<file path="src/rtl/clkdiv_multi.sv">
// Multi-channel programmable clock-enable divider with a free-running clkdiv bus.
// Each channel divides by a runtime-loaded divisor that takes effect at its next wrap.

module clkdiv_ch #(
    parameter int DIV_W   = 16,
    parameter int DEF_DIV = 2
) (
    input  logic             clk,
    input  logic             rst,
    input  logic             en,
    input  logic             acc,
    input  logic [DIV_W-1:0] acc_div,
    output logic             tick,
    output logic             div_out,
    output logic             pending
);
    localparam logic [DIV_W-1:0] DEF = DIV_W'(DEF_DIV);

    logic [DIV_W-1:0] cnt, div, shadow, de;
    logic             wrap;

    // a zero divisor behaves exactly like one
    assign de   = (div == '0) ? DIV_W'(1) : div;
    assign wrap = en && (cnt == de - 1'b1);

    always_ff @(posedge clk or negedge rst) begin
        if (!rst) begin
            cnt     <= '0;
            div     <= DEF;
            shadow  <= '0;
            pending <= 1'b0;
            tick    <= 1'b0;
            div_out <= 1'b0;
        end else begin
            tick <= wrap;
            if (wrap) begin
                cnt     <= '0;
                div_out <= ~div_out;
                if (pending) begin
                    div     <= shadow;
                    pending <= 1'b0;
                end
            end else if (en) begin
                cnt <= cnt + 1'b1;
            end
            // acc only fires when not pending, so a same-cycle wrap never consumes it
            if (acc) begin
                shadow  <= acc_div;
                pending <= 1'b1;
            end
        end
    end
endmodule

module clkdiv_multi #(
    parameter int CNT_W   = 32,
    parameter int NCH     = 4,
    parameter int DIV_W   = 16,
    parameter int DEF_DIV = 2,
    parameter int CH_W    = 4
) (
    input  logic             clk,
    input  logic             rst,
    input  logic             en,
    input  logic             cfg_valid,
    output logic             cfg_ready,
    input  logic [CH_W-1:0]  cfg_ch,
    input  logic [DIV_W-1:0] cfg_div,
    output logic [CNT_W-1:0] clkdiv,
    output logic [NCH-1:0]   tick,
    output logic [NCH-1:0]   div_out
);
    localparam int NSEL = 2**CH_W;

    logic [NCH-1:0]  pending;
    logic [NSEL-1:0] pend_ext;

    always_ff @(posedge clk or negedge rst) begin
        if (!rst) clkdiv <= '0;
        else      clkdiv <= clkdiv + 1'b1;
    end

    // unpopulated channel slots read as never pending, so their requests are swallowed
    assign pend_ext  = NSEL'(pending);
    assign cfg_ready = ~pend_ext[cfg_ch];

    for (genvar i = 0; i < NCH; i++) begin : g_ch
        logic acc;
        assign acc = cfg_valid && cfg_ready && (cfg_ch == CH_W'(i));
        clkdiv_ch #(.DIV_W(DIV_W), .DEF_DIV(DEF_DIV)) u_ch (
            .clk    (clk),
            .rst    (rst),
            .en     (en),
            .acc    (acc),
            .acc_div(cfg_div),
            .tick   (tick[i]),
            .div_out(div_out[i]),
            .pending(pending[i])
        );
    end
endmodule

</file>
<file path="config.mk">
export PLATFORM = sky130hd
export DESIGN_NAME = clkdiv_multi
export DESIGN_NICKNAME = d
export VERILOG_FILES = /design/src/rtl/clkdiv_multi.sv
export SDC_FILE = /design/constraint.sdc
export NUM_CORES = 1
export LEC_CHECK = 0
export BUFFER_PORTS_ARGS = -buffer_cell sky130_fd_sc_hd__buf_2
export CAP_MARGIN = 40
export CORE_MARGIN = 1
export CORE_UTILIZATION = 54
export DETAILED_ROUTE_END_ITERATION = 10
export HOLD_SLACK_MARGIN = 0.1
export MAX_ROUTING_LAYER = met4
export PLACE_DENSITY_LB_ADDON = 0.1
export SYNTH_ARGS = -nofsm -noshare
export SYNTH_HDL_FRONTEND = slang
export SYNTH_SLANG_ARGS = --single-unit
</file>
<file path="constraint.sdc">
create_clock -name clk -period 5.4 [get_ports clk]
set_input_delay 0.54 -clock clk [delete_from_list [all_inputs] [get_ports clk]]
set_output_delay 0.54 -clock clk [all_outputs]
set_load 0.005 [all_outputs]
</file>
# Word level (Yosys, flattened, before mapping)
# Index checks and enable logic that the tools add are counted.
# word_totals
regBits	236
latchBits	0
mem_bits_rw	0
rom_bits	0
input_bits	24
out_inout_bits	41
wordCells	95
n_memories	0
# op_classes
n_addsub	9
mul	0
div	0
order_cmp	1
eq_ne	7
shifts	0
muxes	22
bitwise	5
n_reduce_logical	26
# op_table
operator	count
16-bit 2-to-1 mux	12
16-bit by 1-bit adder with 16-bit output (second input constant)	4
16-bit equality test	4
16-bit logical NOT	4
16-bit by 1-bit subtractor with 16-bit output (second input constant)	4
32-bit by 1-bit adder with 32-bit output (second input constant)	1
2-bit nonzero test	8
1-bit logical AND	9
1-bit 2-to-1 mux	9
4-bit by 2-bit equality test with 1-bit output (second input constant)	2
2-bit AND reduction	4
4-bit by 5-bit less-than comparator with 1-bit output (second input constant)	1
1-bit NOT	5
1-bit binary-select mux with 4-bit select	1
4-bit by 1-bit equality test with 1-bit output (second input constant)	1
4-bit logical NOT	1

# Logic depth before layout (Yosys ltp)
# logic_depth
word_depth	7
mapped_depth	16
mapped_depth_nobuf	12

# Cells and area by module
# Synthesis repeated with hierarchy kept, for this count alone.
# hier_totals
hier_cells	1105
area_unflattened_um2	12558.3
# modules_own_cells
module	instances	cells_per_inst	area_each_um2	seq_area_each_um2
clkdiv_ch	4	245	2770.2	1277.5
clkdiv_multi	1	125	1477.7	800.8

# Worst setup path after synthesis
# Ideal clock, no wire load.
# synth_timing
path_type	reg2reg
start	register g_ch[0].u_ch.div[0]
end	register g_ch[0].u_ch.div[10]
setup_ps	125
arrival_time_ps	3810
t_required_ps	5275
setup_slack_ps	1465
path_stages_with_launch	13
path_buffers	1
synth_period_minus_slack_ps	3935
path_cell_list	dfrtp_1 -> or4_4 -> nor2_1 -> a41oi_1 -> ha_1 -> o21ba_2 -> a221oi_1 -> a31oi_1 -> a211o_1 -> or4_4 -> nor4_4 -> buf_6 -> mux2_2
# synth_via
elab_chain_len	6
# synth_rtl
item	line	rtl
start: declaration	19	logic [DIV_W-1:0] cnt, div, shadow, de;
start signal: assignment	40	div <= shadow;
16-bit logical NOT	23	assign de = (div == '0) ? DIV_W'(1) : div;
16-bit 2-to-1 mux (*)	23	
16-bit by 1-bit subtractor with 16-bit output (*)	24	assign wrap = en && (cnt == de - 1'b1);
16-bit equality test (*)	24	
1-bit logical AND (*)	24	
2-bit AND reduction (no line) (*)	n/a	
# Mark *: on every way between the ends. The rest lies on a longest branch, timed or not.
# A chain may end at the register's enable or synchronous reset.

# Worst setup path in the final report
# layout_timing
start	register g_ch[2].u_ch.div[9]
end	register g_ch[2].u_ch.div[12]
# layout_via
elab_chain_len	6
# layout_rtl
item	line
start: declaration	19
start signal: assignment	40
16-bit logical NOT	23
16-bit 2-to-1 mux (*)	23
16-bit by 1-bit subtractor with 16-bit output (*)	24
16-bit equality test (*)	24
1-bit logical AND (*)	24
2-bit AND reduction (no line) (*)	n/a
# Marks and branches as above.

==> impl_metrics.json <==
{
  "status": "finished with violations",
  "violations": "DRC",
  "fin_setup_tns_ns": 0,
  "cts_tree": "done",
  "synthTopCellsByArea": "dfrtp_1 47%, mux2_2 11%, xor2_1 5.9%",
  "wl_um": 25300,
  "yosysWarnings": 0,
  "syn2layout_area_growth_pct": 12.1,
  "hpwl_um": 17200,
  "start_kind": "flip-flop",
  "drive_gt1_share_pct": 23.8,
  "dp_cells": 1417,
  "core_area_um2": 22000,
  "portBuffers": 64,
  "crit_arrival_ns": 4.67,
  "drc": 10,
  "syn_inst": 1111,
  "yosysMostFrequentCell": "dfrtp_1",
  "power_density_nw_per_um2": 637,
  "gp_congestion": 0.921,
  "die-area_um2": 23300,
  "drt_first_pass_iters": 8,
  "setup_viol": 0,
  "cpPeakStageDelay_ns": 0.62,
  "numCtsBuffers": 25,
  "syn_area_um2": 12200,
  "synth_top_area_share_pct": 47.5,
  "clkSinkCount": 236,
  "synth_cell_type_count": 74,
  "initial_core_util_pct": 55.5,
  "grt_use_total_pct": 22.8,
  "seq_area_frac_synth_pct": 48.3,
  "drt_iter0_drc": 438,
  "path_class": "flip-flop to flip-flop",
  "clk_latency_ns": 0.52,
  "relSlewSlack_pct": 36.7,
  "detail-route-antenna-nets": 0,
  "max_cap_violations": 0,
  "clockBufferDepth": 3,
  "worst_slew_pin_slew_ns": 0.950,
  "synthArstFlopShare_pct": 100,
  "r2r_cells": 11,
  "avgViaCountPerCell": 5.67,
  "rsz0062_at_grt": "no",
  "synth_ff_type": "dfrtp_1",
  "rows": 54,
  "grt_pass1_wl_um": 41700,
  "cts_resized": 0,
  "path_max_fanout": 16,
  "path_cells": "or4_1 -> nor4_1 -> a21oi_1 -> ha_1 -> or3b_4 -> o31ai_1 -> a2111oi_1 -> nand4_1 -> nor3b_2 -> nand4_2 -> mux2_4",
  "synth_edf_count": 0,
  "timing.fmax_ghz": 0.234,
  "synthTopCellsByCount": "232 x dfrtp_1, 124 x mux2_2, 98 x nor2_1",
  "syn_nets": 1144,
  "grt_pass1_vias": 7994,
  "min_period_ns": 4.27,
  "grt_start_max_net_pins": 127,
  "antenna_found_initial": 0,
  "fin_crit_sh_pct": 79.0,
  "vias": 8308,
  "power_leakage_uw": 0.00651,
  "cts_setup_buffers": 0,
  "crit_path_end_kind": "flip-flop",
  "synth_top_cell_by_area": "dfrtp_1",
  "layoutNonFillerInstCount": 1464,
  "syn_avg_cell_area_um2": 11.0,
  "grt.overflow.total": 0,
  "slowest_stage": "or4_1",
  "die_w_um": 152,
  "wl_per_cell_um": 17.3,
  "maxSlewViolCount": 0,
  "path_clk_slew_ns": 0.06,
  "fillers": 1801,
  "hold_viol": 0,
  "yosys_register_bits": 236,
  "cts_root_buf": "clkbuf_16",
  "hold_buffers": 0,
  "holdCritPathClass": "input pin to asynchronous set/reset pin",
  "io_pins": 65,
  "final_nets": 1197,
  "ir_drop_mv": 0.457,
  "cp.required_ns": 5.80,
  "die_h_um": 152,
  "final.setup_skew_ns": 0.0158,
  "h-tree-depth": 1
}
power breakdown:
part | total [uW] | switching, uW | internal, uW
clock network | 1930 | 703 | 1220
registers | 2620 | 462 | 2160
logic | 4190 | 2230 | 1960
total | 8730 | 3390 | 5340
cells by family (layout without fill, tap and decap cells):
logic type      count (synthesis)  after routing  share of synthesized area, %
fa+ha+maj                       9              9                         0.921
flops                         236            236                          48.3
compound gates                 95             95                          5.29
xor+xnor                      162            162                          11.6
mux                           135            135                          12.7
simple gates                  402            402                          18.3
buf+inv                        72            144                          2.91
other cells                     0              1                             0
cell type report:
| type | count | area (um^2) | share of cell area (%) |
|---|---|---|---|
| multi-input cells | 803 | 5970 | 43.5 |
| flip-flops and latches | 236 | 5910 | 43.1 |
| clock buffers | 35 | 723 | 5.28 |
| repair buffers | 77 | 452 | 3.30 |
| well taps | 280 | 350 | 2.56 |
| clock inverters | 11 | 219 | 1.60 |
| inverters | 21 | 78.8 | 0.575 |
| diodes | 1 | 2.50 | 0.0183 |
flip-flops by register name (all words and copies together) (netlist names):
register,count
clkdiv,32
g_ch.u_ch.div,64
g_ch.u_ch.div_out,4
g_ch.u_ch.tick,4
g_ch.u_ch.pending,4
g_ch.u_ch.cnt,64
g_ch.u_ch.shadow,64
cells in the final DEF, fill, tap and decap left out, drive strengths merged, types with 10 or more instances in the layout:
cell type  instances
clkbuf            35
and3              24
nand2             68
mux2             130
dfrtp            232
nor4              22
or3               10
buf               77
nor3              24
or4               13
nand4             25
nand3             59
xnor2             79
a21oi             17
o21ai             21
xor2              83
inv               21
nor2              99
metrics by stage:
| step | hold WS, ns | utilization [%] | worst slack, ns | power [uW] | area, um^2 |
|---|---|---|---|---|---|
| 2_1_floorplan | 0.244 | - | 1.46 | 5940 | 12200 |
| 3_3_place_gp | 0.449 | 57.8 | 1.08 | 6700 | 12700 |
| 3_5_place_dp | 0.452 | 57.9 | 1.17 | 6780 | 12800 |
| 4_1_cts | 0.159 | 62.2 | 1.14 | 8760 | 13700 |
| 5_1_grt | 0.200 | 62.2 | 0.734 | 9340 | 13700 |
| 6_report | 0.121 | 62.2 | 1.13 | 8730 | 13700 |
final timing paths:
path | to | from | slack [ns]
max | g_ch[2].u_ch.div[12] | g_ch[2].u_ch.div[9] | 1.13
min in group clk | g_ch[3].u_ch.shadow[8] | cfg_div[8] | 0.34
min | g_ch[2].u_ch.cnt[1] | rst | 0.12
max in group asynchronous | g_ch[0].u_ch.cnt[4] | rst | 4.15
min reg2reg | g_ch[0].u_ch.div_out | g_ch[0].u_ch.div_out | 0.46
max reg2reg | g_ch[2].u_ch.div[12] | g_ch[2].u_ch.div[9] | 1.13
critical path, delay by kind of cell (launching register included):
kind	cells	cell delay, ns
AO/OA/AOI/OAI	3	0.66
adder cells (fa/ha/maj)	1	0.27
flip-flops	1	0.44
multiplexers	1	0.48
AND/OR/NAND/NOR	6	2.29
metal layers:
metal / vias to the layer above / global-route usage [%] / routed length (um)
met4: 0 / 4.95 / 380
met5: - / - / 0
met2: 181 / 35.3 / 11600
met1: 4075 / 32.0 / 12100
met3: 28 / 3.13 / 1140
li1: 4024 / - / -
Power figures use the tool's default switching activity.
